==> config.mk <==
export PLATFORM = sky130hd
export DESIGN_NAME = eedc_encode
export DESIGN_NICKNAME = d
export VERILOG_FILES = /design/src/rtl/eedc_pkg.sv /design/src/rtl/eedc_fifo2.sv /design/src/rtl/eedc_encode.sv
export SDC_FILE = /design/constraint.sdc
export NUM_CORES = 1
export LEC_CHECK = 0
export ABC_CLOCK_PERIOD_IN_PS = 2200
export CORE_AREA = 2 2 93 95
export DETAILED_ROUTE_END_ITERATION = 10
export DIE_AREA = 0 0 95 97
export PLACE_DENSITY = 0.68
export SLEW_MARGIN = 10
export SYNTH_ARGS = -nofsm -noshare
export SYNTH_HDL_FRONTEND = slang
export SYNTH_SLANG_ARGS = --single-unit
==> constraint.sdc <==
create_clock -name clk -period 2.2 [get_ports clk]
set_input_delay 0.66 -clock clk [delete_from_list [all_inputs] [get_ports clk]]
set_output_delay 0.66 -clock clk [all_outputs]
set_load 0.005 [all_outputs]
==> src/rtl/eedc_pkg.sv <==
// Shared EEDC constants and the codeword equations used by the encoder, decoder and bench.
package eedc_pkg;
  localparam int DATA_W = 7;
  localparam int CODE_W = 11;
  localparam int P0 = 0;
  localparam int P1 = 1;
  localparam int P2 = 2;
  localparam int P3 = 3;

  function automatic logic [CODE_W-1:0] encode(input logic [DATA_W-1:0] d);
    logic [CODE_W-1:0] c;
    c = '0;
    c[CODE_W-1:4] = d;
    c[P3] = d[6] ^ d[4] ^ d[2] ^ d[0];
    c[P2] = d[5] ^ d[4] ^ d[1] ^ d[0];
    c[P1] = d[3] ^ d[2] ^ d[1] ^ d[0];
    // c[P0] is still 0 here, so this is the even parity of bits 10..1
    c[P0] = ^c;
    return c;
  endfunction
endpackage

==> src/rtl/eedc_fifo2.sv <==
// Two-entry valid/ready buffer; head is always held in head_q so the output is a plain register.
module eedc_fifo2
  import eedc_pkg::*;
#(
  parameter int W = CODE_W + 1
) (
  input  logic         clk,
  input  logic         rst,
  input  logic [W-1:0] in_data,
  input  logic         in_valid,
  output logic         in_ready,
  output logic [W-1:0] out_data,
  output logic         out_valid,
  input  logic         out_ready
);
  logic [1:0]   cnt_q, cnt_d;
  logic [W-1:0] head_q, head_d;
  logic [W-1:0] tail_q, tail_d;
  logic         ready_q, ready_d;
  logic         push, pop;

  assign in_ready  = ready_q;
  assign out_valid = (cnt_q != 2'd0);
  assign out_data  = head_q;
  assign push      = in_valid & ready_q;
  assign pop       = out_valid & out_ready;

  always_comb begin
    cnt_d  = cnt_q;
    head_d = head_q;
    tail_d = tail_q;
    case ({push, pop})
      2'b10: begin
        if (cnt_q == 2'd0) head_d = in_data;
        else               tail_d = in_data;
        cnt_d = cnt_q + 2'd1;
      end
      2'b01: begin
        head_d = tail_q;
        cnt_d  = cnt_q - 2'd1;
      end
      // push and pop together only happen with one entry held
      2'b11: head_d = in_data;
      default: ;
    endcase
    ready_d = (cnt_d != 2'd2);
  end

  always_ff @(posedge clk) begin
    if (rst) begin
      cnt_q   <= 2'd0;
      head_q  <= '0;
      tail_q  <= '0;
      ready_q <= 1'b0;
    end else begin
      cnt_q   <= cnt_d;
      head_q  <= head_d;
      tail_q  <= tail_d;
      ready_q <= ready_d;
    end
  end
endmodule

==> src/rtl/eedc_encode.sv <==
// EEDC encoder: encodes accepted words, applies optional one-shot bit flips, counts deliveries.
module eedc_encode
  import eedc_pkg::*;
#(
  parameter int CNT_W = 16
) (
  input  logic              clk,
  input  logic              rst,
  input  logic [6:0]        data_in,
  input  logic              in_valid,
  output logic              in_ready,
  output logic [10:0]       encoded_output,
  output logic              out_valid,
  input  logic              out_ready,
  input  logic              inj_arm,
  input  logic [3:0]        inj_pos,
  output logic              inj_pending,
  output logic [CNT_W-1:0]  word_count,
  output logic [CNT_W-1:0]  inj_count
);
  logic              pending_q, pending_d;
  logic [3:0]        pos_q, pos_d;
  logic [CNT_W-1:0]  wc_q, wc_d;
  logic [CNT_W-1:0]  ic_q, ic_d;
  logic              accept, deliver, arm_ok, inj_now;
  logic [CODE_W-1:0] code;
  logic [CODE_W:0]   fifo_out;

  assign accept  = in_valid & in_ready;
  assign deliver = out_valid & out_ready;
  assign arm_ok  = inj_arm & (inj_pos <= 4'(CODE_W - 1));
  assign inj_now = accept & pending_q;

  always_comb begin
    code = encode(data_in);
    if (inj_now) code = code ^ (CODE_W'(1) << pos_q);
  end

  // a new arm in the same cycle as an injection re-arms for the following word
  always_comb begin
    pending_d = pending_q;
    pos_d     = pos_q;
    if (inj_now) pending_d = 1'b0;
    if (arm_ok) begin
      pending_d = 1'b1;
      pos_d     = inj_pos;
    end
    wc_d = wc_q + (deliver ? CNT_W'(1) : CNT_W'(0));
    ic_d = ic_q + ((deliver & fifo_out[CODE_W]) ? CNT_W'(1) : CNT_W'(0));
  end

  always_ff @(posedge clk) begin
    if (rst) begin
      pending_q <= 1'b0;
      pos_q     <= 4'd0;
      wc_q      <= '0;
      ic_q      <= '0;
    end else begin
      pending_q <= pending_d;
      pos_q     <= pos_d;
      wc_q      <= wc_d;
      ic_q      <= ic_d;
    end
  end

  eedc_fifo2 #(.W(CODE_W + 1)) u_fifo (
    .clk       (clk),
    .rst       (rst),
    .in_data   ({inj_now, code}),
    .in_valid  (in_valid),
    .in_ready  (in_ready),
    .out_data  (fifo_out),
    .out_valid (out_valid),
    .out_ready (out_ready)
  );

  assign encoded_output = fifo_out[CODE_W-1:0];
  assign inj_pending    = pending_q;
  assign word_count     = wc_q;
  assign inj_count      = ic_q;
endmodule

# Word level (Yosys, flattened, before mapping)
# Index checks and enable logic that the tools add are counted.
# totals
register_bits	64
input_bits	16
output_inout_bits	46
wordCells	50
# classes
addsub	4
order_cmp	1
n_eq_ne	5
shift	1
muxes	8
n_bitwise	16
n_reduce_logical	7
# ops
operator	n
one-hot mux 12 bit (3 select lines)	1
adder 16 x 1 -> 16 bit	2
two-way mux 12 bit	1
two-way mux 11 bit	1
XOR reduction 11 bit	1
<< shifter 1 x 4 -> 11 bit, first input constant	1
XOR 11 bit	1
XOR 1 bit	9
bitwise AND 1 bit	5
equality test 2 bit, second input constant	2
less-or-equal comparator 4 bit, second input constant	1
two-way mux 1 bit	4
one-hot mux 2 bit (2 select lines)	1
AND reduction 2 bit	2
nonzero test 2 bit	2
nonzero test 3 bit	1
adder 2 x 1 -> 2 bit, second input constant	1
equality test 2 x 1 -> 1 bit, second input constant	1
zero test 2 bit	1
!= test 2 x 1 -> 1 bit, second input constant	1
!= test 2 bit, second input constant	1
subtractor 2 x 1 -> 2 bit, second input constant	1
NOT 1 bit	1

# Logic depth before layout (Yosys ltp)
# logic_depth
ltp_word	8
depth_mapped	9

# Modules after synthesis
# Synthesis repeated with hierarchy kept, for this count alone.
# unflattened
hier_cells	356
area_unflattened_um2	3057.9
# modules_own_cells
module	n_inst	cells_each	area_per_inst_um2	seq_area_each_um2
eedc_encode	1	226	1884.3	740.7
eedc_fifo2	1	130	1173.6	540.5

# Worst setup path before layout
# No wires, ideal clock.
# synth_timing
path_type	input -> register
start	input port out_ready
end	register wc_q[15], in the netlist word_count[15]
setup_time_ps	70
t_arrival_ps	2122
required_time_ps	2130
slack_ps	8
path_stages	7
path_cell_list	o21ai_0 inv_1 ha_1 nand3_1 nor3_1 or3b_2 a21oi_1
# synth_between
elab_chain_cells	3
# synth_lines
element	line_no	source
start: declaration	eedc_encode.sv:14	input logic out_ready,
bitwise AND 1 bit	eedc_encode.sv:30	assign deliver = out_valid & out_ready;
two-way mux 1 bit	eedc_encode.sv:48	wc_d = wc_q + (deliver ? CNT_W'(1) : CNT_W'(0));
adder 16 x 1 -> 16 bit	eedc_encode.sv:48	
end signal: assignment	eedc_encode.sv:61	wc_q <= wc_d;
end: declaration	eedc_encode.sv:23	logic [CNT_W-1:0] wc_q, wc_d;
# No other way between the ends.
# A chain may end at the register's enable or synchronous reset.

# Worst setup path in the final report
# layout_timing
start	input port out_ready
end	register wc_q[14], in the netlist word_count[14]
# The elaborated chain is that of the path after synthesis.

==> run metrics <==
total net switching power 0.802 mW; Final WS setup 0.0580 ns; worst path arrival time 2.41 ns; post-synth cell types between 40 and 50; CP endpoint kind register; DP Worst Slack -0.394 ns; Final Core Density 51.9%; Core Rows 33; vias in the first global route approximately 2700; via total after detailed routing 2756; Worst Tran Pin Value 0.522 ns; drt drc 0; vias per cell 5.07; VDD IR max 0.000301 V; Pleak between 1 and 1.5 nW; R2R Path Start u_fifo.cnt_q[1]; PwrDens ~670 mW/mm²; crit-path cells clkdlybuf4s50_1 -> o21ai_2 -> inv_2 -> ha_4 -> ha_4 -> nand2_1 -> or3_4 -> or3_1 -> a21oi_1; H-Tree Depth 3; Root Driver clkbuf_8; most common cell after layout, fill and taps aside dfxtp_1; maximum number of pins on one net before global-route repair 57; crit-path max cell delay between 0.4 and 0.5 ns; GRT Total Usage roughly 16%; cell count after synthesis 359; EDFF count, synth 0; Clock Latency Late Sink about 0.33 ns; Final Cell Area 0.00422 mm²; R2R Path End inj_count[14]; flop2flop setup slack 0.31 ns; Fillers 744; starting density of the core between 30% and 40%; clock sink total 64; Critical Path RT 2.47 ns; sequential fraction of the synthesis area roughly two fifths; post-route ant nets 0; Comb pwr share 22.6%; final WL 7.12 mm; grt total ovfl 0; Slew HR approximately 65%; Core ar. 0.00813 mm²; Clk network pwr share 31.1%; cell-internal power 2.02 mW; detailed router's first-iteration violation count 84; die height 97 µm; number of synthesized register bits 64; detailed placer's ending HPWL 5.04 mm; area grow syn2layout 32.3%; CTS clk-pin slew, worst paths 0.07 ns; Sw Ratio 28.4%; post-synthesis instance area 0.00319 mm²; I/O Buffers 61; Flop pwr share 46.3%; gpl congestion 0.771; Clock Tree Buf Depth 2; Hold Path Stages 2; minimum clock period 2.14 ns; Hold EP u_fifo.tail_q[11]; Final Hold Viols 0; most frequent cells in the layout dfxtp_1 (63), clkdlybuf4s50_1 (60), nor2_1 (35), buf_4 (31), xnor2_1 (27); final period utilization 97.4%; CTS tree done; Avg WL per Cell 13.1 µm; DIE AREA 0.00922 mm²; placed standard-cell area 0.00401 mm²; Max Freq 0.467 GHz; mean post-synth cell area 8.89 µm²; Hold Startpoint u_fifo.tail_q[11]; Ports 62; first-pass GRT wire length 12.2 mm; maxcap violations 0; Post-Syn Nets 381; most used cell, CP ha_4; share of flip-flops with an asynchronous set or reset 0%; clock skew approximately 0.0096 ns; worst-path fanout max 2; Final Non-Filler Cells 544; initial antenna violation count 0; Die W about 95 µm; setup violators final 0; WS Path Type primary input to register; Final Max Tran Viols 0; postcts setup bufs 0; Pre-antenna DRT Iters 4; outcome complete, no violations; Synthesis Warnings 0; worst hold slack 0.459 ns; r2r worst-path depth 8; slowest stage cell, crit path clkdlybuf4s50_1; crit start category primary input; Main synth FF type dfxtp_1; Nets 456; share of layout cells above drive strength 1 15.0%; n_diodes 0; CTS buffer count 9; HP Class register to register; Placed Cells incl. Taps 528
state kept, by name (all words and copies together), names as in the netlist:
name / cells
u_fifo.in_ready: 1
inj_pending: 1
u_fifo.out_data: 12
inj_count: 16
word_count: 16
u_fifo.tail_q: 12
u_fifo.cnt_q: 2
pos_q: 4
logic make-up after synthesis:
group                    Yosys count  share of synthesized area (%)
buffers and inverters             37                           6.19
XOR/XNOR                          40                           11.0
adder cells (fa/ha/maj)            6                           2.35
AND/OR/NAND/NOR                  153                           26.5
multiplexers                       6                           1.96
flip-flops                        64                           40.1
AO/OA/AOI/OAI                     53                           11.9
how the worst max path moves through the flow:
stage	start	end	slack (ns)	depth (start not counted)
3_3_place_gp	out_ready	u_fifo.out_data[8]	-0.35	9
5_1_grt	out_ready	word_count[13]	-0.03	9
2_1_floorplan	out_ready	word_count[15]	0.008	7
3_5_place_dp	out_ready	word_count[14]	-0.39	9
4_1_cts	out_ready	word_count[14]	0.005	9
6_report	out_ready	word_count[14]	0.06	9
what timing repair did:
action / in CTS / in global routing
gates resized for setup: 7 / 8
pin swaps: 0 / 2
hold endpoints to repair: 0 / 0
hold buffers: 0 / 0
setup endpoints to repair: 3 / 9
Yosys cell counts, drive strengths merged, types with 3 or more instances:
| cell | instances | area share, % |
|---|---|---|
| nand2b | 4 | 0.78 |
| ha | 6 | 2.4 |
| a21oi | 15 | 2.4 |
| dfxtp | 64 | 40 |
| o221ai | 6 | 2.8 |
| xnor2 | 27 | 7.4 |
| and3 | 4 | 0.78 |
| clkbuf | 14 | 1.7 |
| inv | 8 | 0.94 |
| buf | 15 | 3.6 |
| nand3b | 15 | 3.5 |
| nand2 | 22 | 2.6 |
| nand3 | 14 | 2.2 |
| nor2b | 11 | 2.2 |
| nor2 | 35 | 4.1 |
| mux2i | 4 | 1.3 |
| xor2 | 13 | 3.6 |
| o22ai | 3 | 0.59 |
| nand4 | 10 | 2.2 |
| nand4b | 3 | 0.82 |
| a211oi | 8 | 1.9 |
| and4 | 5 | 1.4 |
| nor4 | 7 | 1.4 |
| nor3 | 8 | 1.3 |
| or3 | 8 | 1.6 |
| o21ai | 12 | 1.9 |
power by group through the flow:
| stage | registers [mW] | clock network (mW) | logic, mW |
|---|---|---|---|
| after floorplan | 1.31 | 0 | 0.412 |
| after global placement | 1.32 | 0 | 0.616 |
| after detailed placement | 1.33 | 0 | 0.624 |
| after CTS | 1.30 | 0.906 | 0.637 |
| after global routing | 1.32 | 0.968 | 0.705 |
| final | 1.31 | 0.879 | 0.639 |
metrics by stage:
stage / power (mW) / TNS [ns]
after floorplan: 1.72 / 0
after global placement: 1.94 / -6.71
after detailed placement: 1.95 / -7.58
after CTS: 2.85 / 0
after global routing: 2.99 / -0.0451
final: 2.83 / 0
critical path, delay by kind of cell:
| kind | cells | cell delay [ns] |
|---|---|---|
| adder cells (fa/ha/maj) | 2 | 0.27 |
| AO/OA/AOI/OAI | 2 | 0.20 |
| AND/OR/NAND/NOR | 3 | 0.70 |
| buffers and inverters | 2 | 0.57 |
cell type report:
type	count	area, µm²	area share, %
clock buffers	13	149	3.52
clock inverters	3	17.5	0.415
inverters	8	30.0	0.711
multi-input cells	258	1760	41.6
flip-flops and latches	64	1280	30.4
well taps	105	131	3.11
repair buffers	93	858	20.3
metal layers:
| metal | GRT usage [%] | part of all wire [%] | up-vias |
|---|---|---|---|
| met5 | 0 | 0 | - |
| met4 | 7.47 | 1.9 | 0 |
| met3 | 3.27 | 3.5 | 11 |
| met2 | 23.9 | 44 | 49 |
| met1 | 22.5 | 51 | 1280 |
| li1 | - | - | 1416 |
Note: power is estimated with default switching activity, not from simulation.
